## config.mk

```make
export PLATFORM = sky130hd
export DESIGN_NAME = alu_divider
export DESIGN_NICKNAME = d
export VERILOG_FILES = /design/src/rtl/alu_divider.sv
export SDC_FILE = /design/constraint.sdc
export NUM_CORES = 1
export LEC_CHECK = 0
export CAP_MARGIN = 20
export CORE_MARGIN = 3
export CORE_UTILIZATION = 52
export DETAILED_ROUTE_END_ITERATION = 8
export PLACE_DENSITY_LB_ADDON = 0.08
export SETUP_SLACK_MARGIN = 0.1
export SLEW_MARGIN = 20
export SYNTH_ARGS = -nofsm -noshare
export SYNTH_HDL_FRONTEND = slang
export SYNTH_SLANG_ARGS = --single-unit
```

## constraint.sdc

```tcl
create_clock -name clock -period 2.1 [get_ports clock]
set_input_delay 0.315 -clock clock [delete_from_list [all_inputs] [get_ports clock]]
set_output_delay 0.315 -clock clock [all_outputs]
set_load 0.05 [all_outputs]
```

## src/rtl/alu_divider.sv

```systemverilog
// Multi-cycle signed integer divider: restoring division on operand magnitudes,
// one quotient bit per clock, followed by a sign-fixup cycle and a result cycle.
module alu_divider #(
    parameter int BITS = 11
) (
    input  logic            clock,
    input  logic            reset_n,
    input  logic [BITS-1:0] regA,
    input  logic [BITS-1:0] regB,
    input  logic            computestrobe,
    output logic [BITS-1:0] quotient,
    output logic [BITS-1:0] remainder,
    output logic            busy,
    output logic            done,
    output logic            divzero,
    output logic            ovf
);

    localparam int CW = $clog2(BITS + 1);

    localparam logic [1:0] S_IDLE   = 2'd0;
    localparam logic [1:0] S_DIVIDE = 2'd1;
    localparam logic [1:0] S_SIGN   = 2'd2;
    localparam logic [1:0] S_FINISH = 2'd3;

    localparam logic [BITS-1:0] MOST_NEG = {1'b1, {(BITS-1){1'b0}}};

    logic [1:0]      state_q, state_d;
    logic [CW-1:0]   count_q, count_d;
    logic [BITS:0]   rem_q, rem_d;
    logic [BITS-1:0] dvd_q, dvd_d;
    logic [BITS-1:0] dsr_q, dsr_d;
    logic            neg_a_q, neg_a_d;
    logic            neg_b_q, neg_b_d;
    logic [BITS-1:0] pq_q, pq_d;
    logic [BITS-1:0] pr_q, pr_d;
    logic            pdz_q, pdz_d;
    logic            povf_q, povf_d;
    logic [BITS-1:0] quot_q, quot_d;
    logic [BITS-1:0] remo_q, remo_d;
    logic            dz_q, dz_d;
    logic            ovf_q, ovf_d;
    logic            busy_q, busy_d;
    logic            done_q, done_d;

    logic [BITS:0]   shifted;
    logic [BITS:0]   trial;

    // The partial remainder never exceeds the divisor, so its low BITS bits
    // plus the incoming dividend bit always fit; trial's MSB is its sign.
    assign shifted = {rem_q[BITS-1:0], dvd_q[BITS-1]};
    assign trial   = shifted - {1'b0, dsr_q};

    always_comb begin
        // NOTE: every next-state signal takes its current value first so no
        // path through the case statement can leave one unassigned (no latches).
        state_d = state_q;
        count_d = count_q;
        rem_d   = rem_q;
        dvd_d   = dvd_q;
        dsr_d   = dsr_q;
        neg_a_d = neg_a_q;
        neg_b_d = neg_b_q;
        pq_d    = pq_q;
        pr_d    = pr_q;
        pdz_d   = pdz_q;
        povf_d  = povf_q;
        quot_d  = quot_q;
        remo_d  = remo_q;
        dz_d    = dz_q;
        ovf_d   = ovf_q;
        done_d  = 1'b0;
        busy_d  = (state_q == S_DIVIDE) || (state_q == S_SIGN);

        case (state_q)
            S_IDLE: begin
                if (computestrobe) begin
                    neg_a_d = regA[BITS-1];
                    neg_b_d = regB[BITS-1];
                    dvd_d   = regA[BITS-1] ? -regA : regA;
                    dsr_d   = regB[BITS-1] ? -regB : regB;
                    rem_d   = '0;
                    count_d = CW'(BITS);
                    if (regB == '0) begin
                        pq_d    = '0;
                        pr_d    = '0;
                        pdz_d   = 1'b1;
                        povf_d  = 1'b0;
                        state_d = S_FINISH;
                    end else if (regA == MOST_NEG && regB == '1) begin
                        pq_d    = '0;
                        pr_d    = '0;
                        pdz_d   = 1'b0;
                        povf_d  = 1'b1;
                        state_d = S_FINISH;
                    end else begin
                        state_d = S_DIVIDE;
                    end
                end
            end
            S_DIVIDE: begin
                if (!trial[BITS]) begin
                    rem_d = trial;
                    dvd_d = {dvd_q[BITS-2:0], 1'b1};
                end else begin
                    rem_d = shifted;
                    dvd_d = {dvd_q[BITS-2:0], 1'b0};
                end
                count_d = count_q - 1'b1;
                if (count_q == CW'(1)) begin
                    state_d = S_SIGN;
                end
            end
            S_SIGN: begin
                pq_d    = (neg_a_q ^ neg_b_q) ? -dvd_q : dvd_q;
                pr_d    = neg_a_q ? -rem_q[BITS-1:0] : rem_q[BITS-1:0];
                pdz_d   = 1'b0;
                povf_d  = 1'b0;
                state_d = S_FINISH;
            end
            default: begin
                quot_d  = pq_q;
                remo_d  = pr_q;
                dz_d    = pdz_q;
                ovf_d   = povf_q;
                done_d  = 1'b1;
                state_d = S_IDLE;
            end
        endcase
    end

    // NOTE: state registers use non-blocking assignments so every register
    // samples its _d value from the same pre-edge snapshot.
    always_ff @(posedge clock or negedge reset_n) begin
        if (!reset_n) begin
            state_q <= S_IDLE;
            count_q <= '0;
            rem_q   <= '0;
            dvd_q   <= '0;
            dsr_q   <= '0;
            neg_a_q <= 1'b0;
            neg_b_q <= 1'b0;
            pq_q    <= '0;
            pr_q    <= '0;
            pdz_q   <= 1'b0;
            povf_q  <= 1'b0;
            quot_q  <= '0;
            remo_q  <= '0;
            dz_q    <= 1'b0;
            ovf_q   <= 1'b0;
            busy_q  <= 1'b0;
            done_q  <= 1'b0;
        end else begin
            state_q <= state_d;
            count_q <= count_d;
            rem_q   <= rem_d;
            dvd_q   <= dvd_d;
            dsr_q   <= dsr_d;
            neg_a_q <= neg_a_d;
            neg_b_q <= neg_b_d;
            pq_q    <= pq_d;
            pr_q    <= pr_d;
            pdz_q   <= pdz_d;
            povf_q  <= povf_d;
            quot_q  <= quot_d;
            remo_q  <= remo_d;
            dz_q    <= dz_d;
            ovf_q   <= ovf_d;
            busy_q  <= busy_d;
            done_q  <= done_d;
        end
    end

    assign quotient  = quot_q;
    assign remainder = remo_q;
    assign busy      = busy_q;
    assign done      = done_q;
    assign divzero   = dz_q;
    assign ovf       = ovf_q;

endmodule

```

Word level (Yosys, flattened, before mapping)
Index checks and enable logic that the tools add are counted.

Register bits: 91. Output and inout port bits: 26. Logic and storage cells: 74.

Add/sub/neg operators: 6. Eq/ne operators: 8. Multiplexer cells: 31. Bitwise operators: 1. Reductions and logical operators: 11.

Operators with widths (number): two-way mux 11 bit (10); case mux 11 bit (2 select lines) (4); negator 11 bit (4); == test 11 bit (second input constant) (2); subtractor 12 x 11 -> 12 bit (1); logical NOT 11 bit (1); two-way mux 1 bit (8); two-way mux 2 bit (4); case mux 4 bit (2 select lines) (1); case mux 2 bit (3 select lines) (1); AND reduction 2 bit (3); == test 4 x 1 -> 1 bit (second input constant) (1); two-way mux 4 bit (1); case mux 1 bit (2 select lines) (2); nonzero test 2 bit (2); subtractor 4 x 1 -> 4 bit (second input constant) (1); != test 3 bit (second input constant) (1); AND reduction 3 bit (1); OR reduction 3 bit (1); == test 2 x 1 -> 1 bit (second input constant) (1); == test 2 bit (second input constant) (1); logical NOT 2 bit (1); != test 2 x 1 -> 1 bit (second input constant) (1); != test 2 bit (second input constant) (1); 3 further kinds (3).

Depth between registers and ports, before layout
Gate-level depths: netlist of run 1.

Depth after elaboration: 6. Mapped depth: 10. Gate-level depth less buffers: 9.

Worst setup path before layout of run 1
No wires, ideal clock.

Path kind: reg-to-reg. From: register rem_q[3]. To: register rem_q[4]. Data arrival time: 2110 ps. Data required time: 1968 ps. Path slack: -142 ps. Cell stages (with the launch flop): 9. Buffers on the path: 1. Period minus slack after synthesis: 2242 ps. Cell sequence: dfrtp_1 -> ha_1 -> nand2_1 -> a211o_1 -> a21o_1 -> a211oi_2 -> buf_6 -> mux2i_1 -> o21ai_1.

Word-level cells in the longest chain between the ends: 3.

Ends and longest elaborated chain: start, declared (line 30) `logic [BITS:0] rem_q, rem_d;`; start signal, assigned (line 156) `rem_q <= rem_d;`; subtractor 12 x 11 -> 12 bit (line 52) `assign trial = shifted - {1'b0, dsr_q};`; two-way mux 11 bit * (line 102) `if (!trial[BITS]) begin`; case mux 11 bit (2 select lines) * (line 75) `case (state_q)`.

Mark *: on every way between the ends. The rest lies on a longest branch, timed or not. A chain may end at the register's enable or synchronous reset.

Worst setup path in the final report of run 1
From: register rem_q[0]. To: register rem_q[0].

Word-level cells in the longest chain between the ends: 3.

Ends and longest elaborated chain (line): subtractor 12 x 11 -> 12 bit (52); two-way mux 11 bit (102); case mux 11 bit (2 select lines) (75).

Every way passes these cells.

==> reports/metrics.sh, run 1 <==
TIMING.SETUP.TNS_NS=-1.443
WIRE_PER_INST_UM=16.04
SYN_INST=530
STARTPOINT_TYPE='flip-flop'
STDCELL_AREA_MM2=0.007226
SETUP-VIOLATIONS-FINAL=11
GROUTE.USAGE.OVERALL_PCT=23.66
HOLD_VIOL_FINAL=0
WORST_HOLD_PATH_TYPE='in2reg'
DIE_WIDTH_UM=105.7
INSERTION_DELAY_NS=0.37
TOTAL_DIE_AREA_MM2=0.01117
GRT_ANTENNA_BEFORE_REPAIR=0
FAILED_CHECKS='negative setup slack'
SYNTHARSTFLOPSHARE_PCT=100.0
SYNTH.TOP_CELLS.BY_COUNT='dfrtp_1 (91), nand2_1 (66), o21ai_0 (39), nor2_1 (32), inv_1 (28)'
ANT_NETS=0
NUM_ROWS=35
GRT-OVFL-TOTAL=0
CLKSLEWWORSTSETUPHOLDPATHS_NS=0.09
NUM_IO_PINS=51
PERIOD_SHARE_PCT=109.6
SYNTH_AREA_PER_CELL_UM2=9.755
FINALWORSTSETUPSLACK_NS=-0.2012
NUMBER_OF_SLEW_LIMIT_VIOLATIONS_IN_THE_FINAL_REPORT=0
MAPPED_CELL_AREA_MM2=0.005170
PEAKVDDDROP_uV=725.0
YOSYS_WARNINGS=0
INITIAL_UTILIZATION_PCT=54.66
SYNTH_EDF_COUNT=0
MAX_SLEW.WORST_PIN.SLEW_NS=0.9044
INSERTEDDIODECOUNT=0
SYN-NUM-NETS=578
DRIVE_ABOVE_1_SHARE_PCT=32.70
YS_SEQ_AREA_SHARE_PCT=44.05
FIN_CRIT_NS=2.301
FINAL_NET_COUNT=725
CRITICAL_PATH_CLASS='reg2reg'
COUNT_OF_STATE_ELEMENTS_AFTER_SYNTHESIS=91
P_LEAK_uW=0.003272
GRT_SETUP_UNREPAIRED='yes'
AREA_GROWTH_PCT=39.76
DETAIL_ROUTE.WIRELENGTH_UM=13010
FIRST_PASS_ITERS=5
DRC=0
HOLD_SLACK_NS=0.2578
CLOCK_PATH_BUFFERS=2
YOSYS.CELL_COUNT.TOP_TYPE='dfrtp_1'
DPL_CELL_AREA_MM2=0.006528
YS_TOP_CELLS_BY_AREA='dfrtp_1 (44%), mux2_2 (5.9%), ha_1 (5.3%)'
WORST_SLEW_MARGIN_REL_PCT=39.27
NUMCTSBUFFERS=9
GRT_MAX_DEGREE=51
WORSTPATHREQUIRED_NS=2.39
DP_HPWL_UM=9076
GP_CONGESTION=0.8618
MAX_CAP_VIOL_COUNT=0
YOSYSUNIQUECELLTYPES=56
ROOT_BUFFER='clkbuf_8'
SYNTHDOMINANTAREACELLTYPE='dfrtp_1'
FLOORPLAN.CORE_AREA_MM2=0.009459
POWER.DENSITY_mW_PER_MM2=1612
H-TREE-DEPTH=3
DATA_ARRIVAL_AT_THE_ENDPOINT_OF_THE_CRITICAL_PATH_NS=2.59
CRITICAL_PATH.ENDPOINT_TYPE='flip-flop'
PLACE_INST=770
CRITICAL_PATH.MAX_FANOUT=5
VIAS=4441
SYNTH_FF_TYPE='dfrtp_1'
DRT-INITIAL-DRC-COUNT=202
SYNTH_TOP_AREA_SHARE_PCT=44.05
DIE-HEIGHT_UM=105.7
RUN_STATUS='complete, but fails checks'
IO_BUFFERS=50
TRITONCTS='done'
CTS.SINKS=91
GRT_PASS1_VIAS=4397
GRT_PASS1_WL_UM=21310
MAXCLOCKFREQUENCY_MHz=434.6
TIMING.CLOCK.SKEW_NS=0.02006
LAYOUT.CELLS.NON_FILLER=811
POST_DRT_VIA_CELL_RATIO=5.476
-- state kept, by name, indices dropped and copies added (netlist names), 4 cells and up --
signal	count
remainder	11
dvd_q	11
pq_q	11
rem_q	11
pr_q	11
count_q	4
dsr_q	11
quotient	11
-- power by group --
group / internal (uW) / switching [uW]
sequential: 2440 / 509
combinational: 3570 / 3880
clock: 572 / 679
total: 6580 / 5070
-- final timing paths --
path | from | to | slack (ns) | cells after the start
hold / removal | regB[0] | dsr_q[0] | 0.26 | 3
max in group asynchronous | reset_n | rem_q[3] | 1.15 | 3
setup reg to reg | rem_q[0] | rem_q[0] | -0.20 | 8
hold reg to reg | dsr_q[10] | dsr_q[10] | 0.49 | 2
setup / recovery | rem_q[0] | rem_q[0] | -0.20 | 8
min in group asynchronous | reset_n | quotient[3] | 0.33 | 2
-- worst max-delay path, stage by stage, from the launching register on --
cell	delay (ns)
dfrtp_1	0.44
ha_4	0.29
nand2b_4	0.05
a211o_1	0.30
a21o_1	0.20
a211oi_4	0.37
buf_4	0.19
mux2_4	0.30
o22ai_2	0.09
-- metrics by stage --
| step | setup WS, ns | util, % | power [uW] |
|---|---|---|---|
| 4_1_cts | -0.1921 | 74.39 | 11090 |
| 3_3_place_gp | -0.3415 | 69.01 | 9082 |
| 2_1_floorplan | -0.04110 | - | 7187 |
| 5_1_grt | -0.3007 | 76.39 | 12450 |
| 6_report | -0.2012 | 76.39 | 11650 |
| 3_5_place_dp | -0.4269 | 69.01 | 9292 |
-- layer usage --
metal | up-vias | routed length [um] | global-route usage [%]
met5 | - | 0 | 0
met4 | 0 | 190 | 4.718
met3 | 15 | 607 | 3.919
met2 | 101 | 6500 | 41.26
met1 | 2161 | 5710 | 31.22
li1 | 2164 | - | -
-- kinds of logic after synthesis --
family                     after synthesis  share of synthesized area, %
AOI/OAI and AO/OA                      133                         16.87
xor gates and xnor gates                42                         7.115
adders and majority gates               23                         5.711
buffers and inverters                   53                         4.404
DFF                                     91                         44.05
muxes                                   36                         7.623
and+or+nand+nor                        152                         14.23
-- final cells by class --
type,count,area (um2)
sequential,91,2282
multi-input combinational,387,3018
clock inverter,7,81.33
fill,642,2233
clock buffer,9,123.9
timing repair buffer,160,1454
inverter,28,105.1
tap,129,161.4
-- cell usage in the layout, fill, tap and decap left out, drive strengths merged, types with 5 or more instances in the layout --
cell type      instances
a22oi                  6
mux2i                  9
nor3                   7
dfrtp                 91
nor2b                  7
clkdlybuf4s50         38
o31ai                 11
inv                   32
a21oi                 17
o21ai                 52
nand2                 66
xor2                  19
nor2                  32
nand2b                 8
nor4                   5
buf                  112
mux2                  27
o22ai                  8
clkbuf                 9
xnor2                 23
a31oi                 10
ha                    22
-- repair_timing --
item | CTS | global route
hold buffers | 1 | 0
setup buffers | 11 | 10
pin swaps | 18 | 22
setup endpoints to repair | 36 | 33
resized for setup | 44 | 38
cloned | 4 | 0
hold endpoints to repair | 16 | 0
(Power assumes the default switching activity.)
==> run 2, diff against run 1 <==
Settings changed: CORE_UTILIZATION 52 to 50, GPL_ROUTABILITY_DRIVEN from default to 0.
==> run 2 against run 1 <==
Effect of this change: the flow still finishes with violations (negative setup slack); global-route usage decreased by 1.0 points; sequential power is essentially flat; clock-buffer cell count is 1 higher; worst setup slack hardly changed; combinational power is 6.4% lower; design area shrank 3.1%; hold slack better by 0.085 ns; core utilization shrank 5.7 points; non-clock buffer count shrank 14; die area increased by 3.8%; sequential cell count stayed put; clock power is 9.6% lower.
==> reports/metrics.sh, run 2 (synthesized netlist as in run 1, its figures left out) <==
SETUP-VIOLATIONS-FINAL=13  # +2
MAX_CAP_VIOL_COUNT=0  # unchanged
GRT_PASS1_VIAS=4245  # -3.5%
WORST_SLEW_MARGIN_REL_PCT=41.21  # +1.9 points
DP_HPWL_UM=9268  # +2.1%
DRIVE_ABOVE_1_SHARE_PCT=29.84  # -2.9 points
COUNT_OF_FILL_CELLS_ADDED_DURING_FILLER_INSERTION=747  # +16%
NUMBER_OF_SLEW_LIMIT_VIOLATIONS_IN_THE_FINAL_REPORT=0  # unchanged
NUM_IO_PINS=51  # unchanged
HOLD_VIOL_FINAL=0  # unchanged
CLKSLEWWORSTSETUPHOLDPATHS_NS=0.10  # about the same
GROUTE.USAGE.OVERALL_PCT=22.61  # -1.0 points
RUN_STATUS='complete, but fails checks'
PEAKVDDDROP_uV=622.1  # -14%
FIRST_PASS_ITERS=4  # -1
FAILED_CHECKS='negative setup slack'
FINAL_NET_COUNT=710  # -2.1%
DATA_ARRIVAL_AT_THE_ENDPOINT_OF_THE_CRITICAL_PATH_NS=2.59  # about the same
VIAS=4293  # -3.3%
FINALWORSTSETUPSLACK_NS=-0.2014  # -0.0001830 ns
CLOCK_PATH_BUFFERS=2  # unchanged
WORST-R2R-CELL-COUNT=8  # unchanged
ANT_NETS=0  # unchanged
REG2REG_FROM='dsr_q[0]'
TIMING.SETUP.TNS_NS=-1.440  # +0.003060 ns
WORSTHOLDPATHCELLS=3  # unchanged
WORST_HOLD_PATH_TYPE='in2reg'
LAYOUT.CELLS.NON_FILLER=800  # -1.4%
IO_BUFFERS=50  # unchanged
AREA_GROWTH_PCT=35.48
LAYOUT_COMMON_CELLS='buf_4 (89), dfrtp_1 (87), nand2_1 (64)'
CRITICAL_PATH_CLASS='reg2reg'
MOSTFREQUENTLAYOUTCELL='buf_4'
DRC=0  # unchanged
CTS.SINKS=91  # unchanged
INSERTION_DELAY_NS=0.37  # about the same
HOLD_START='regB[0]'
PLACE_INST=772  # +0.26%
PERIOD_SHARE_PCT=109.6  # about the same
H-TREE-DEPTH=3  # unchanged
ROOT_BUFFER='clkbuf_8'
POST_DRT_VIA_CELL_RATIO=5.366  # -2.0%
INITIAL_UTILIZATION_PCT=52.17  # -2.5 points
DIE-HEIGHT_UM=107.7  # +1.9%
DRT-INITIAL-DRC-COUNT=234  # +16%
P_LEAK_uW=0.003136  # -4.2%
WORSTREG2REGEND='rem_q[1]'
NUM_ROWS=36  # +2.9%
STARTPOINT_TYPE='flip-flop'
MAXCLOCKFREQUENCY_MHz=434.5  # about the same
DETAIL_ROUTE.WIRELENGTH_UM=12360  # -5.0%
WHS_ENDPOINT='dsr_q[0]'
CRITICAL_PATH.MAX_FANOUT=7  # +2
GRT_ANTENNA_BEFORE_REPAIR=0  # unchanged
TIMING.CLOCK.SKEW_NS=0.01458  # -0.005487 ns
GRT_MAX_DEGREE=47  # -7.8%
WIRE_PER_INST_UM=15.45  # -3.7%
MAX_SLEW.WORST_PIN.SLEW_NS=0.8756  # -0.02886 ns
INSERTEDDIODECOUNT=0  # unchanged
GRT_SETUP_UNREPAIRED='yes'
POWER.DENSITY_mW_PER_MM2=1576  # -2.2%
CRITICAL_PATH.ENDPOINT_TYPE='flip-flop'
REG2REG_SLACK_NS=-0.20  # about the same
TOTAL_DIE_AREA_MM2=0.01160  # +3.8%
DIE_WIDTH_UM=107.7  # +1.9%
NUMCTSBUFFERS=9  # unchanged
GRT-OVFL-TOTAL=0  # unchanged
TRITONCTS='done'
WORSTPATHREQUIRED_NS=2.39  # about the same
GRT_PASS1_WL_UM=20760  # -2.6%
FLOORPLAN.CORE_AREA_MM2=0.009910  # +4.8%
FIN_CRIT_NS=2.301  # +0.0001830 ns
## run 2: changes by cell type in the layout (fill, tap and decap cells not counted), sizes merged
cell	change
bufinv	-1
dlymetal6s2s	-3
a31oi	-1
dlygate4sd2	+3
clkinvlp	+1
inv	-2
clkbuf	+2
clkinv	+1
clkdlybuf4s50	+2
buf	-17
## run 2: stage by stage
step | util (%) | setup WS (ns) | hold slack [ns] | power [uW] | area [um2]
global route | 70.68 | -0.2494 | 0.3553 | 11810 | 7004
global placement | 65.77 | -0.3393 | 0.2176 | 9023 | 6518
CTS | 69.94 | -0.1493 | 0.3363 | 10840 | 6930
finish | 70.68 | -0.2014 | 0.3423 | 11040 | 7004
detailed placement | 65.77 | -0.4407 | 0.2211 | 9246 | 6518
floorplan | - | -0.04110 | 0.01941 | 7187 | 5326
## run 2: cell type report
| class | count | area, um2 | share of cell area (%) |
|---|---|---|---|
| Tap cell | 133 | 166.4 | 2.376 |
| Timing Repair Buffer | 146 | 1291 | 18.44 |
| Clock inverter | 6 | 47.55 | 0.6788 |
| Sequential cell | 91 | 2282 | 32.58 |
| Clock buffer | 10 | 137.6 | 1.965 |
| Inverter | 28 | 105.1 | 1.501 |
| Multi-Input combinational cell | 386 | 2974 | 42.46 |
## run 2: critical path: stages, from the launching register on
cell,delay (ns)
dfrtp_1,0.45
ha_4,0.20
nand2b_4,0.14
a211o_1,0.28
a21o_1,0.19
a211oi_4,0.39
buf_4,0.19
mux2_4,0.30
o22ai_2,0.08
## run 2: worst max-delay path by stage
stage | startpoint | end | slack [ns]
floorplan | rem_q[3] | rem_q[2] | -0.04
finish | dsr_q[0] | rem_q[1] | -0.20
global placement | regB[0] | pr_q[5] | -0.34
global route | dsr_q[0] | rem_q[1] | -0.25
CTS | rem_q[0] | rem_q[6] | -0.15
detailed placement | regB[0] | pq_q[10] | -0.44
## run 2: power by group
part	total [uW]	switching, uW	leakage, uW	internal (uW)
registers	2940	501	0.00115	2440
clock network	1130	655	0.0000933	473
logic	6970	3740	0.00189	3240
total	11000	4890	0.00314	6150
## run 2: timing repair
action / 4_1_cts / 5_1_grt
setup buffers: 4 / 5
hold endpoints to repair: 20 / 0
setup endpoints to repair: 36 / 36
gates cloned: 2 / 0
resized for setup: 45 / 17
pin swaps: 20 / 8
hold buffers: 1 / 0
## run 2: metal layers
layer	track usage (%)	up-vias	share of wire [%]
met3	2.579	15	4.5
met4	7.665	0	1.7
li1	-	2137	-
met5	0	-	0
met1	31.14	2039	46
met2	37.12	102	47
